<file path="config.mk">
export PLATFORM = sky130hd
export DESIGN_NAME = div_issue_ctrl
export DESIGN_NICKNAME = d
export VERILOG_FILES = /design/src/rtl/div_pkg.sv /design/src/rtl/div_issue_ctrl_reuse.sv /design/src/rtl/div_issue_ctrl.sv
export SDC_FILE = /design/constraint.sdc
export NUM_CORES = 1
export LEC_CHECK = 0
export BUFFER_PORTS_ARGS = -buffer_cell sky130_fd_sc_hd__buf_2
export CAP_MARGIN = 10
export CELL_PAD_IN_SITES_DETAIL_PLACEMENT = 0
export CELL_PAD_IN_SITES_GLOBAL_PLACEMENT = 1
export CORE_UTILIZATION = 39
export DETAILED_ROUTE_END_ITERATION = 10
export PLACE_DENSITY = 0.88
export SYNTH_ARGS = -nofsm -noshare
export SYNTH_HDL_FRONTEND = slang
export SYNTH_SLANG_ARGS = --single-unit
</file>
<file path="constraint.sdc">
create_clock -name clk -period 5.9 [get_ports clk]
set_clock_uncertainty 0.15 [all_clocks]
set_input_delay 0.295 -clock clk [delete_from_list [all_inputs] [get_ports clk]]
set_output_delay 0.295 -clock clk [all_outputs]
set_load 0.03 [all_outputs]
</file>
<file path="src/rtl/div_pkg.sv">
// Shared definitions for the M-extension divide path.
// Op codes, issue FSM encoding and the reuse entry layout.
package div_pkg;

  localparam logic [3:0] OP_DIV  = 4'b1100;
  localparam logic [3:0] OP_DIVU = 4'b1101;
  localparam logic [3:0] OP_REM  = 4'b1110;
  localparam logic [3:0] OP_REMU = 4'b1111;

  localparam logic [3:0] IS_DIV_MASK = 4'b1100;

  typedef enum logic [1:0] {
    ST_IDLE  = 2'd0,
    ST_REQ   = 2'd1,
    ST_DONE  = 2'd2,
    ST_DRAIN = 2'd3
  } div_state_e;

  typedef struct packed {
    logic [3:0]  op;
    logic [31:0] a;
    logic [31:0] b;
    logic [31:0] res;
  } reuse_t;

  function automatic logic is_div_op(input logic [3:0] op);
    return (op & IS_DIV_MASK) == IS_DIV_MASK;
  endfunction

endpackage

</file>
<file path="src/rtl/div_issue_ctrl_reuse.sv">
// One-entry divide result cache: stores the last completed
// divide and flags an exact op/operand match for reuse.
module div_reuse_entry
  import div_pkg::*;
(
  input  logic        clk,
  input  logic        rst_i,
  input  logic        wr_i,
  input  reuse_t      wr_data_i,
  input  logic [3:0]  op_i,
  input  logic [31:0] a_i,
  input  logic [31:0] b_i,
  output logic        hit_o,
  output logic [31:0] res_o
);

  logic   valid_q;
  reuse_t ent_q;

  // Entry is written on every completed divide; only reset clears it.
  always_ff @(posedge clk or posedge rst_i) begin
    if (rst_i) begin
      valid_q <= 1'b0;
      ent_q   <= '0;
    end else if (wr_i) begin
      valid_q <= 1'b1;
      ent_q   <= wr_data_i;
    end
  end

  // Exact match on op and both operands.
  always_comb begin
    hit_o = valid_q
          & (ent_q.op == op_i)
          & (ent_q.a  == a_i)
          & (ent_q.b  == b_i);
    res_o = ent_q.res;
  end

endmodule

</file>
<file path="src/rtl/div_issue_ctrl.sv">
// EX-stage issue controller for the divide unit.
// Optional result reuse enabled by defining DIV_REUSE_EN.
module div_issue_ctrl
  import div_pkg::*;
#(
  parameter int TIMEOUT_CYCLES = 64,
  parameter int CNT_W = $clog2(TIMEOUT_CYCLES + 1)
) (
  input  logic        clk,
  input  logic        rst_n,
  input  logic        ex_valid_i,
  input  logic [3:0]  ex_div_op_i,
  input  logic [31:0] ex_rs1_i,
  input  logic [31:0] ex_rs2_i,
  input  logic        flush_i,
  output logic        stall_o,
  output logic [31:0] result_o,
  output logic        result_valid_o,
  output logic [31:0] div_a_o,
  output logic [31:0] div_b_o,
  output logic [3:0]  div_op_o,
  output logic        div_valid_o,
  input  logic        div_ready_i,
  input  logic [31:0] div_result_i,
  output logic        timeout_o
);

  div_state_e  state_q, state_d;
  logic [31:0] a_q, a_d;
  logic [31:0] b_q, b_d;
  logic [3:0]  op_q, op_d;
  logic [31:0] res_q, res_d;
  logic [CNT_W-1:0] cnt_q, cnt_d;
  logic        tmo_q, tmo_d;

  logic        start;
  logic        hit;
  logic [31:0] hit_res;

  assign start = ex_valid_i & is_div_op(ex_div_op_i) & ~flush_i;

`ifdef DIV_REUSE_EN
  reuse_t wr_data;
  assign wr_data = '{op: op_q, a: a_q, b: b_q, res: res_q};

  div_reuse_entry u_reuse (
    .clk       (clk),
    .rst_i     (rst_n),
    .wr_i      (state_q == ST_DONE),
    .wr_data_i (wr_data),
    .op_i      (ex_div_op_i),
    .a_i       (ex_rs1_i),
    .b_i       (ex_rs2_i),
    .hit_o     (hit),
    .res_o     (hit_res)
  );
`else
  assign hit     = 1'b0;
  assign hit_res = '0;
`endif

  // State and datapath registers; reset is asynchronous, active-high.
  always_ff @(posedge clk or posedge rst_n) begin
    if (rst_n) begin
      state_q <= ST_IDLE;
      a_q     <= '0;
      b_q     <= '0;
      op_q    <= '0;
      res_q   <= '0;
      cnt_q   <= '0;
      tmo_q   <= 1'b0;
    end else begin
      state_q <= state_d;
      a_q     <= a_d;
      b_q     <= b_d;
      op_q    <= op_d;
      res_q   <= res_d;
      cnt_q   <= cnt_d;
      tmo_q   <= tmo_d;
    end
  end

  // Next state: issue, wait for ready, drain killed requests.
  always_comb begin
    state_d = state_q;
    a_d     = a_q;
    b_d     = b_q;
    op_d    = op_q;
    res_d   = res_q;
    cnt_d   = cnt_q;
    tmo_d   = tmo_q;
    if ((state_q == ST_REQ || state_q == ST_DRAIN)
        && !div_ready_i
        && cnt_q == CNT_W'(TIMEOUT_CYCLES - 1))
      tmo_d = 1'b1;
    if (cnt_q < CNT_W'(TIMEOUT_CYCLES))
      cnt_d = cnt_q + 1'b1;
    unique case (state_q)
      ST_IDLE: begin
        cnt_d = cnt_q;
        if (start) begin
          a_d  = ex_rs1_i;
          b_d  = ex_rs2_i;
          op_d = ex_div_op_i;
          if (hit) begin
            res_d   = hit_res;
            state_d = ST_DONE;
          end else begin
            cnt_d   = '0;
            state_d = ST_REQ;
          end
        end
      end
      ST_REQ: begin
        if (div_ready_i && !flush_i) begin
          res_d   = div_result_i;
          state_d = ST_DONE;
        end else if (flush_i && !div_ready_i) begin
          cnt_d   = '0;
          state_d = ST_DRAIN;
        end else if (flush_i) begin
          state_d = ST_IDLE;
        end
      end
      ST_DONE: begin
        cnt_d   = cnt_q;
        state_d = ST_IDLE;
      end
      ST_DRAIN: begin
        if (div_ready_i)
          state_d = ST_IDLE;
      end
      default: state_d = ST_IDLE;
    endcase
  end

  // Outputs decoded from the registered state.
  always_comb begin
    div_valid_o    = (state_q == ST_REQ) | (state_q == ST_DRAIN);
    result_valid_o = (state_q == ST_DONE);
    result_o       = (state_q == ST_DONE) ? res_q : '0;
    stall_o        = start & (state_q != ST_DONE);
    div_a_o        = a_q;
    div_b_o        = b_q;
    div_op_o       = op_q;
    timeout_o      = tmo_q;
  end

endmodule
</file>
Yosys cells after proc, flatten, opt, wreduce, memory -nomap -nowiden
Index checks and enable logic that the tools add are counted.

Flip-flop bits (word level): 110. Input bits: 105. Logic and storage cells: 48.

$add $sub $neg: 1. $lt $le $gt $ge: 1. Eq/ne operators: 9. Multiplexer cells: 12. Bitwise operators: 6. Reduce and logical (&&, ||, !) cells: 12.

Operator list (number): 32-bit 2-to-1 mux (1); 7-bit 2-to-1 mux (4); 7-bit one-hot mux with 3 select lines (1); 2-bit 2-to-1 mux (5); 2-bit one-hot mux with 4 select lines (1); 7-bit by 1-bit adder with 7-bit output, second input constant (1); 7-bit by 6-bit == test with 1-bit output, second input constant (1); 7-bit < comparator, second input constant (1); 2-bit == test, second input constant (3); 2-bit inequality test, second input constant (3); 2-bit AND reduction (3); 1-bit logical AND (4); 4-bit inequality test, second input constant (1); 1-bit AND (3); 3-bit AND reduction (1); 2-bit by 1-bit == test with 1-bit output, second input constant (1); 1-bit zero test (2); 2-bit zero test (1); 1-bit inverter (2); 1-bit logical OR (1); 1-bit OR (1).

Logic depth before layout (Yosys ltp)
Gate-level depths: netlist of the first run.

Word-level depth: 5. Gate-level depth with buffers: 6. Depth with buffers taken out: 6.

Least setup slack after synthesis of the first run
OpenSTA, ideal clock, no wires.

Kind: register to output. From: register state_q[1]. To: output result_o[23]. Arrival: 1504 ps. Required time: 5455 ps. Path slack: 3951 ps. Stages on the path, launching flop included: 4. Cells stage by stage: dfrtp_1 > nor2b_1 > clkbuf_1 > and2_1.

Word-level cells in the longest chain between the ends: 2.

RTL lines: from (decl) (RTL line div_issue_ctrl.sv:28) `div_state_e state_q, state_d;`; from (signal assigned) (RTL line div_issue_ctrl.sv:73) `state_q <= state_d;`; 2-bit == test; named net result_valid_o (RTL line div_issue_ctrl.sv:18) `output logic result_valid_o,`; 32-bit 2-to-1 mux (RTL line div_issue_ctrl.sv:141) `result_o = (state_q == ST_DONE) ? res_q : '0;`; to (decl) (RTL line div_issue_ctrl.sv:17) `output logic [31:0] result_o,`.

The timed path passes the listed nets, and every way through them passes these cells.

Final worst setup path of the first run
From: register state_q[1]. To: output result_o[0].

Word-level cells in the longest chain between the ends: 2.

RTL lines (RTL line): 2-bit == test (div_issue_ctrl.sv:141); 32-bit 2-to-1 mux (div_issue_ctrl.sv:141).

Every way passes these cells.

==> impl_metrics.prom, run 1 <==
# TYPE chip_impl_metric gauge
chip_impl_metric{name="synthesized_area",unit="um2"} 4570
chip_impl_metric{name="final.fill_count",unit=""} 987
chip_impl_metric{name="power_frac_clock",unit="%"} 18.1
chip_impl_metric{name="globalRouteTotalUtil",unit="%"} 15.4
chip_impl_metric{name="die_width",unit="um"} 110
chip_impl_metric{name="detailedRoute.firstIterationViolations",unit=""} 77
chip_impl_metric{name="power_density",unit="nW/um2"} 536
chip_impl_info{name="layout_commonest_cell",value="buf_2"} 1
chip_impl_metric{name="worst_voltage_drop_across_the_vdd_grid",unit="V"} 0.000318
chip_impl_metric{name="synth_warnings",unit=""} 0
chip_impl_info{name="mostFrequentLayoutCells",value="buf_2 (208), dfrtp_1 (110), mux2_2 (93)"} 1
chip_impl_metric{name="dieArea",unit="um2"} 12100
chip_impl_metric{name="max_freq",unit="MHz"} 441
chip_impl_metric{name="cts.reportedPaths.clkPinSlew",unit="ps"} 70
chip_impl_metric{name="final_hold_viol_count",unit=""} 0
chip_impl_metric{name="clk_path_buf_depth",unit=""} 2
chip_impl_info{name="clock_tree_from_tritoncts",value="yes"} 1
chip_impl_metric{name="worst-path-max-fanout",unit=""} 34
chip_impl_metric{name="synth-edff-count",unit=""} 0
chip_impl_metric{name="cts.repair_timing.setup_buffer_count",unit=""} 0
chip_impl_metric{name="power.switching_fraction",unit="%"} 39.6
chip_impl_metric{name="power.internal",unit="uW"} 1950
chip_impl_metric{name="combinational_group_share_of_total_power",unit="%"} 41.7
chip_impl_metric{name="power_frac_seq",unit="%"} 40.2
chip_impl_metric{name="die_y",unit="um"} 110
chip_impl_metric{name="postCtsResizedCells",unit=""} 0
chip_impl_metric{name="ant_nets",unit=""} 0
chip_impl_metric{name="place_hpwl",unit="um"} 6850
chip_impl_metric{name="final-max-slew-violation-count",unit=""} 0
chip_impl_metric{name="vias_per_std_cell",unit=""} 4.75
chip_impl_info{name="postSynth.topFlopCell",value="dfrtp_1"} 1
chip_impl_metric{name="global_route.overflow_total",unit=""} 0
chip_impl_metric{name="insertedDiodeCount",unit=""} 0
chip_impl_metric{name="postRouteWirelength",unit="um"} 9560
chip_impl_metric{name="drc",unit=""} 0
chip_impl_metric{name="clkLatencyLatePin",unit="ps"} 340
chip_impl_metric{name="worstRegToRegCells",unit=""} 3
chip_impl_info{name="cts_root_buffer",value="clkbuf_16"} 1
chip_impl_metric{name="antenna_found_initial",unit=""} 0
chip_impl_metric{name="drv.max_cap_violation_count",unit=""} 0
chip_impl_metric{name="initial_core_util",unit="%"} 40.0
chip_impl_metric{name="min_period",unit="ps"} 2270
chip_impl_metric{name="cts_hold_repair.buffers",unit=""} 1
chip_impl_metric{name="first_global_vias",unit=""} 3027
chip_impl_metric{name="synth_cell_type_count",unit=""} 29
chip_impl_metric{name="placement_rows",unit=""} 39
chip_impl_metric{name="post_route_cells_drive_above_1_share",unit="%"} 61.4
chip_impl_metric{name="post_layout_nonfiller_instances",unit=""} 671
chip_impl_metric{name="htreeDepth",unit=""} 3
chip_impl_metric{name="core-area",unit="um2"} 11400
chip_impl_metric{name="cts_sinks",unit=""} 110
chip_impl_metric{name="grt_pass1_wl",unit="um"} 14000
chip_impl_info{name="synth.largest_area_cell",value="dfrtp_1"} 1
chip_impl_metric{name="area_growth_syn_to_layout",unit="%"} 31.9
chip_impl_metric{name="worst_hold_path.num_cells",unit=""} 2
chip_impl_metric{name="critPathArrivalTime",unit="ps"} 1820
chip_impl_metric{name="synth.ff_latch_count",unit=""} 110
chip_impl_info{name="hold_path_end",value="div_b_o[2]$_DFFE_PP0P_"} 1
chip_impl_metric{name="design.portCount",unit=""} 209
chip_impl_metric{name="final.setup.tns",unit="ps"} 0
chip_impl_metric{name="placed_cells",unit=""} 656
chip_impl_info{name="yosys-top-cells-area",value="dfrtp_1 (60%), mux2_2 (23%), and2_1 (4.4%)"} 1
chip_impl_metric{name="synth_top_area_share",unit="%"} 60.3
chip_impl_metric{name="final-setup-viol-count",unit=""} 0
chip_impl_info{name="min-delay-start",value="ex_rs2_i[2]"} 1
chip_impl_metric{name="power.total",unit="uW"} 3220
chip_impl_metric{name="required",unit="ps"} 5450
chip_impl_metric{name="drt_first_pass_iters",unit=""} 5
chip_impl_info{name="timing_worst_setup_path_type",value="reg -> out"} 1
chip_impl_info{name="timing.rr.start",value="state_q[1]$_DFFE_PP0P_"} 1
chip_impl_metric{name="synth_nets",unit=""} 427
chip_impl_info{name="r2r-end",value="div_b_o[17]$_DFFE_PP0P_"} 1
chip_impl_metric{name="worst-r2r-setup-slack",unit="ps"} 3750
chip_impl_info{name="setup_repair_after_global_routing_missed_its_margin",value="no"} 1
chip_impl_metric{name="grt_max_degree",unit=""} 70
chip_impl_metric{name="power_leakage",unit="uW"} 0.00304
chip_impl_metric{name="port-buffer-count",unit=""} 208
chip_impl_metric{name="timing.slew.headroom",unit="%"} 43.2
chip_impl_metric{name="synth_seq_area_share",unit="%"} 60.3
chip_impl_metric{name="cts-buffers-inserted",unit=""} 9
chip_impl_info{name="endpoint_kind",value="output pin"} 1
chip_impl_metric{name="detailroute.via_count",unit=""} 3187
chip_impl_metric{name="synth-async-reset-ratio",unit="%"} 100
chip_impl_metric{name="detail_route.wl_per_cell",unit="um"} 14.2
chip_impl_metric{name="total_switching_power",unit="uW"} 1280
chip_impl_metric{name="grt_util_met2",unit="%"} 26.1
chip_impl_metric{name="synthesis.instances",unit=""} 317
chip_impl_metric{name="final_min_period_over_clock_period",unit="%"} 38.4
chip_impl_info{name="run_status",value="completed"} 1
chip_impl_info{name="cp-start-kind",value="flip-flop"} 1
chip_impl_metric{name="avgSynthCellArea",unit="um2"} 14.4
chip_impl_info{name="busiest_layer",value="met2"} 1
chip_impl_metric{name="final_weighted_congestion_of_routability_driven_global_placement",unit=""} 0.732
chip_impl_metric{name="globalRouteMet3Util",unit="%"} 5.00
chip_impl_metric{name="post_layout_nets",unit=""} 635
chip_impl_metric{name="worst_pin_slew",unit="ps"} 852
chip_impl_metric{name="grt.met1_usage",unit="%"} 17.4
chip_impl_info{name="hold_wc_path_type",value="in -> reg"} 1
## worst max path at each step
| stage | startpoint | to | slack (ps) | cells after the start |
|---|---|---|---|---|
| floorplan | rst_n | cnt_q[0]$_DFFE_PP0P_ | 2550 | 1 |
| global placement | flush_i | div_b_o[11]$_DFFE_PP0P_ | 3780 | 5 |
| detailed placement | flush_i | div_b_o[30]$_DFFE_PP0P_ | 3720 | 5 |
| CTS | state_q[1]$_DFFE_PP0P_ | result_o[2] | 3610 | 4 |
| global route | state_q[1]$_DFFE_PP0P_ | result_o[12] | 3510 | 4 |
| finish | state_q[1]$_DFFE_PP0P_ | result_o[0] | 3630 | 4 |
## power by group through the flow
| stage | Clock (uW) | Sequential [uW] | Combinational [uW] |
|---|---|---|---|
| final | 583 | 1300 | 1350 |
| after CTS | 607 | 1300 | 1360 |
| after global placement | 0 | 1290 | 1340 |
| after floorplan | 0 | 1740 | 508 |
| after detailed placement | 0 | 1310 | 1360 |
| after global routing | 627 | 1350 | 1440 |
## registers in the layout, summed over array words and instances, names as in the netlist
register / count
timeout_o: 1
div_a_o: 32
cnt_q: 7
res_q: 32
div_op_o: 4
div_b_o: 32
state_q: 2
## synth_stat cells, types with 5 or more instances
library cell,number
and2_1,32
dfrtp_1,110
nand3_1,5
nor2_1,5
nand2_1,8
buf_2,10
mux2_2,93
mux2_1,7
ha_1,5
## critical path: stages (launching register included)
cell and delay, ps:
dfrtp_1 620, nor2b_1 190, buf_4 270, and2_1 190, buf_2 200
## metal layers
layer,routed length (um),up-vias,share of wire [%]
met5,0,-,0
met4,178,0,1.9
met3,857,13,9.0
met2,4590,133,48
met1,3930,1534,41
li1,-,1507,-
## per-stage QoR
step	hold WS (ps)	setup WS, ps	util [%]	area, um2
detailed placement	261	3720	50.2	5730
floorplan	280	2550	-	4570
CTS	2.24	3610	52.7	6020
global placement	251	3780	50.2	5730
global route	18.4	3510	52.7	6020
finish	19.6	3630	52.7	6020
## layout make-up
cell class	instances	area, um2	area share, %
Inverter	4	17.5	0.291
Clock buffer	10	229	3.80
Clock inverter	4	48.8	0.810
Tap cell	143	179	2.97
Sequential cell	110	2750	45.7
Multi-Input combinational cell	187	1710	28.5
Timing Repair Buffer	213	1080	18.0
## kinds of logic (layout without fill, tap and decap cells)
| group | count (synthesis) | in the layout | synth area share (%) |
|---|---|---|---|
| multiplexers | 100 | 100 | 24.7 |
| flip-flops | 110 | 110 | 60.3 |
| buffers and inverters | 20 | 231 | 2.16 |
| AO/OA/AOI/OAI | 15 | 15 | 2.44 |
| adder cells (fa/ha/maj) | 5 | 5 | 1.37 |
| AND/OR/NAND/NOR | 67 | 67 | 9.07 |
(Power assumes the default switching activity.)
==> inputs of run 2 (changes only) <==
--- a/config.mk
+++ b/config.mk
@@ -9,9 +9,9 @@
 export CAP_MARGIN = 10
 export CELL_PAD_IN_SITES_DETAIL_PLACEMENT = 0
 export CELL_PAD_IN_SITES_GLOBAL_PLACEMENT = 1
-export CORE_UTILIZATION = 39
+export CORE_UTILIZATION = 36
 export DETAILED_ROUTE_END_ITERATION = 10
-export PLACE_DENSITY = 0.88
+export PLACE_DENSITY = 0.82
 export SYNTH_ARGS = -nofsm -noshare
 export SYNTH_HDL_FRONTEND = slang
 export SYNTH_SLANG_ARGS = --single-unit
==> constraint.sdc (replaced) <==
create_clock -name clk -period 2.3 [get_ports clk]
set_clock_uncertainty 0.15 [all_clocks]
set_input_delay 0.115 -clock clk [delete_from_list [all_inputs] [get_ports clk]]
set_output_delay 0.115 -clock clk [all_outputs]
set_load 0.03 [all_outputs]
==> run 2 against run 1 <==
- die area is 8.2% higher
- count of clock-buffer cells in the layout unchanged
- clock power grew to 2.5 times the previous value
- via count increased by 14%
- critical path depth unchanged
- critical path type unchanged
- highest routed layer unchanged
==> impl_metrics.prom, run 2 (synthesis gave the netlist of run 1 again) <==
# TYPE chip_impl_metric gauge
chip_impl_info{name="run_status",value="completed"} 1
chip_impl_metric{name="required",unit="ps"} 2040
chip_impl_info{name="setup_repair_after_global_routing_missed_its_margin",value="no"} 1
chip_impl_info{name="layout_commonest_cell",value="buf_2"} 1
chip_impl_metric{name="global_route.overflow_total",unit=""} 0
chip_impl_metric{name="cp.buffers_inverters",unit=""} 2
chip_impl_metric{name="design.portCount",unit=""} 209
chip_impl_metric{name="core-area",unit="um2"} 12200
chip_impl_metric{name="slowest_stage_delay_on_critical_path",unit="ps"} 630
chip_impl_metric{name="antenna_found_initial",unit=""} 0
chip_impl_metric{name="worst_pin_slew",unit="ps"} 587
chip_impl_metric{name="drt_first_pass_iters",unit=""} 4
chip_impl_metric{name="area_growth_syn_to_layout",unit="%"} 55.8
chip_impl_info{name="cp-start-kind",value="flip-flop"} 1
chip_impl_metric{name="vias_per_std_cell",unit=""} 4.53
chip_impl_metric{name="globalRouteTotalUtil",unit="%"} 18.2
chip_impl_metric{name="area.sequential",unit="um2"} 2750
chip_impl_metric{name="critPathArrivalTime",unit="ps"} 1880
chip_impl_metric{name="postRouteWirelength",unit="um"} 11500
chip_impl_metric{name="postCtsResizedCells",unit=""} 0
chip_impl_metric{name="ant_nets",unit=""} 0
chip_impl_metric{name="place_hpwl",unit="um"} 7460
chip_impl_metric{name="die_width",unit="um"} 115
chip_impl_metric{name="placement_rows",unit=""} 40
chip_impl_metric{name="htreeDepth",unit=""} 3
chip_impl_info{name="crit_path_cell_trace",value="nor2b_2 -> buf_4 -> and2_1 -> buf_2"} 1
chip_impl_metric{name="die_y",unit="um"} 115
chip_impl_metric{name="first_global_vias",unit=""} 3826
chip_impl_info{name="critical_path.slowest_cell",value="dfrtp_1"} 1
chip_impl_metric{name="post_route_cells_drive_above_1_share",unit="%"} 52.4
chip_impl_metric{name="timing.slew.headroom",unit="%"} 60.8
chip_impl_metric{name="multi_input_area",unit="um2"} 1720
chip_impl_metric{name="fin_hold_ws",unit="ps"} 184
chip_impl_metric{name="cts_sinks",unit=""} 110
chip_impl_metric{name="final_min_period_over_clock_period",unit="%"} 93.3
chip_impl_metric{name="cts-buffers-inserted",unit=""} 9
chip_impl_metric{name="power_density",unit="nW/um2"} 1190
chip_impl_metric{name="final-setup-viol-count",unit=""} 0
chip_impl_metric{name="detail_route.wl_per_cell",unit="um"} 14.3
chip_impl_metric{name="drv.max_cap_violation_count",unit=""} 0
chip_impl_metric{name="worst-r2r-setup-slack",unit="ps"} 400
chip_impl_metric{name="final.setup.tns",unit="ps"} 0
chip_impl_metric{name="min_period",unit="ps"} 2150
chip_impl_metric{name="detailedRoute.firstIterationViolations",unit=""} 94
chip_impl_metric{name="final_weighted_congestion_of_routability_driven_global_placement",unit=""} 0.727
chip_impl_metric{name="max_freq",unit="MHz"} 466
chip_impl_metric{name="power_leakage",unit="uW"} 0.00349
chip_impl_metric{name="clkLatencyLatePin",unit="ps"} 340
chip_impl_metric{name="finalInstanceArea",unit="um2"} 7110
chip_impl_info{name="endpoint_kind",value="output pin"} 1
chip_impl_metric{name="grt_pass1_wl",unit="um"} 18300
chip_impl_info{name="timing_worst_setup_path_type",value="reg -> out"} 1
chip_impl_info{name="dominant_delay_contributor_by_cell_family_on_the_critical_path",value="flip-flops"} 1
chip_impl_metric{name="dieArea",unit="um2"} 13100
chip_impl_metric{name="initial_core_util",unit="%"} 37.5
chip_impl_info{name="mostFrequentLayoutCells",value="buf_2 (208), dfrtp_1 (110), dlygate4sd3_1 (100)"} 1
chip_impl_metric{name="post_layout_nets",unit=""} 737
chip_impl_metric{name="final.fill_count",unit=""} 999
chip_impl_info{name="clock_tree_from_tritoncts",value="yes"} 1
chip_impl_metric{name="post_dp_cell_area",unit="um2"} 5830
chip_impl_metric{name="insertedDiodeCount",unit=""} 0
chip_impl_metric{name="worst_voltage_drop_across_the_vdd_grid",unit="V"} 0.000818
chip_impl_metric{name="worst-path-max-fanout",unit=""} 34
chip_impl_metric{name="cts.reportedPaths.clkPinSlew",unit="ps"} 70
chip_impl_metric{name="drc",unit=""} 0
chip_impl_metric{name="final-max-slew-violation-count",unit=""} 0
chip_impl_metric{name="clk_path_buf_depth",unit=""} 2
chip_impl_metric{name="final_hold_viol_count",unit=""} 0
chip_impl_info{name="hold_wc_path_type",value="in -> reg"} 1
chip_impl_info{name="cts_root_buffer",value="clkbuf_16"} 1
chip_impl_metric{name="port-buffer-count",unit=""} 208
chip_impl_metric{name="detailroute.via_count",unit=""} 3627
chip_impl_metric{name="grt_max_degree",unit=""} 69
==> run 2: changes by cell type in the layout (fill, tap and decap cells not counted), sizes merged <==
cell,delta
dlygate4sd3,+99
buf,+3
clkinv,+2
bufinv,-1
clkinvlp,+1
==> run 2: final timing paths <==
kind                                         start  cells after the start                      end
min                                        flush_i                      4   state_q[0]$_DFFE_PP0P_
max reg2reg                 state_q[0]$_DFFE_PP0P_                      3  div_a_o[18]$_DFFE_PP0P_
max in group asynchronous                    rst_n                      4     res_q[2]$_DFFE_PP0P_
min reg2reg                div_op_o[2]$_DFFE_PP0P_                      1  div_op_o[2]$_DFFE_PP0P_
max                         state_q[1]$_DFFE_PP0P_                      4             result_o[10]
min in group asynchronous                    rst_n                      3  div_a_o[28]$_DFFE_PP0P_
==> run 2: metal layers <==
metal / vias to the layer above / routed length [um] / track usage, %
li1: 1727 / - / -
met5: - / 0 / 0
met2: 152 / 5640 / 31.4
met4: 0 / 288 / 8.57
met3: 23 / 871 / 5.45
met1: 1725 / 4660 / 20.7
==> run 2: cell type report <==
type / instances / area share, %
Timing Repair Buffer: 315 / 30.0
Inverter: 4 / 0.264
Multi-Input combinational cell: 187 / 24.1
Clock buffer: 10 / 3.36
Sequential cell: 110 / 38.7
Tap cell: 168 / 2.96
Clock inverter: 6 / 0.616
==> run 2: report_power, final <==
part	leakage, uW	internal (uW)	switching [uW]
clock network	0.000145	773	705
logic	0.00201	1440	2210
registers	0.00133	2850	497
==> run 2: timing repair <==
item	4_1_cts	5_1_grt
buffers inserted	0	0
hold buffers	100	0
setup endpoints to repair	0	0
endpoints found under the hold margin	122	0
==> run 2: worst reg2reg max path, stage by stage (launching register included) <==
cell and delay, ps:
dfrtp_1 550, nor3_4 320, buf_12 320, mux2_2 440
==> run 2: per-stage QoR <==
stage	power [uW]	worst slack [ps]	util, %	instances
CTS	8530	130	58.5	800
global route	8980	23.6	58.5	800
floorplan	5770	531	-	317
global placement	6780	450	47.9	684
finish	8470	154	58.5	800
detailed placement	6900	426	47.9	684
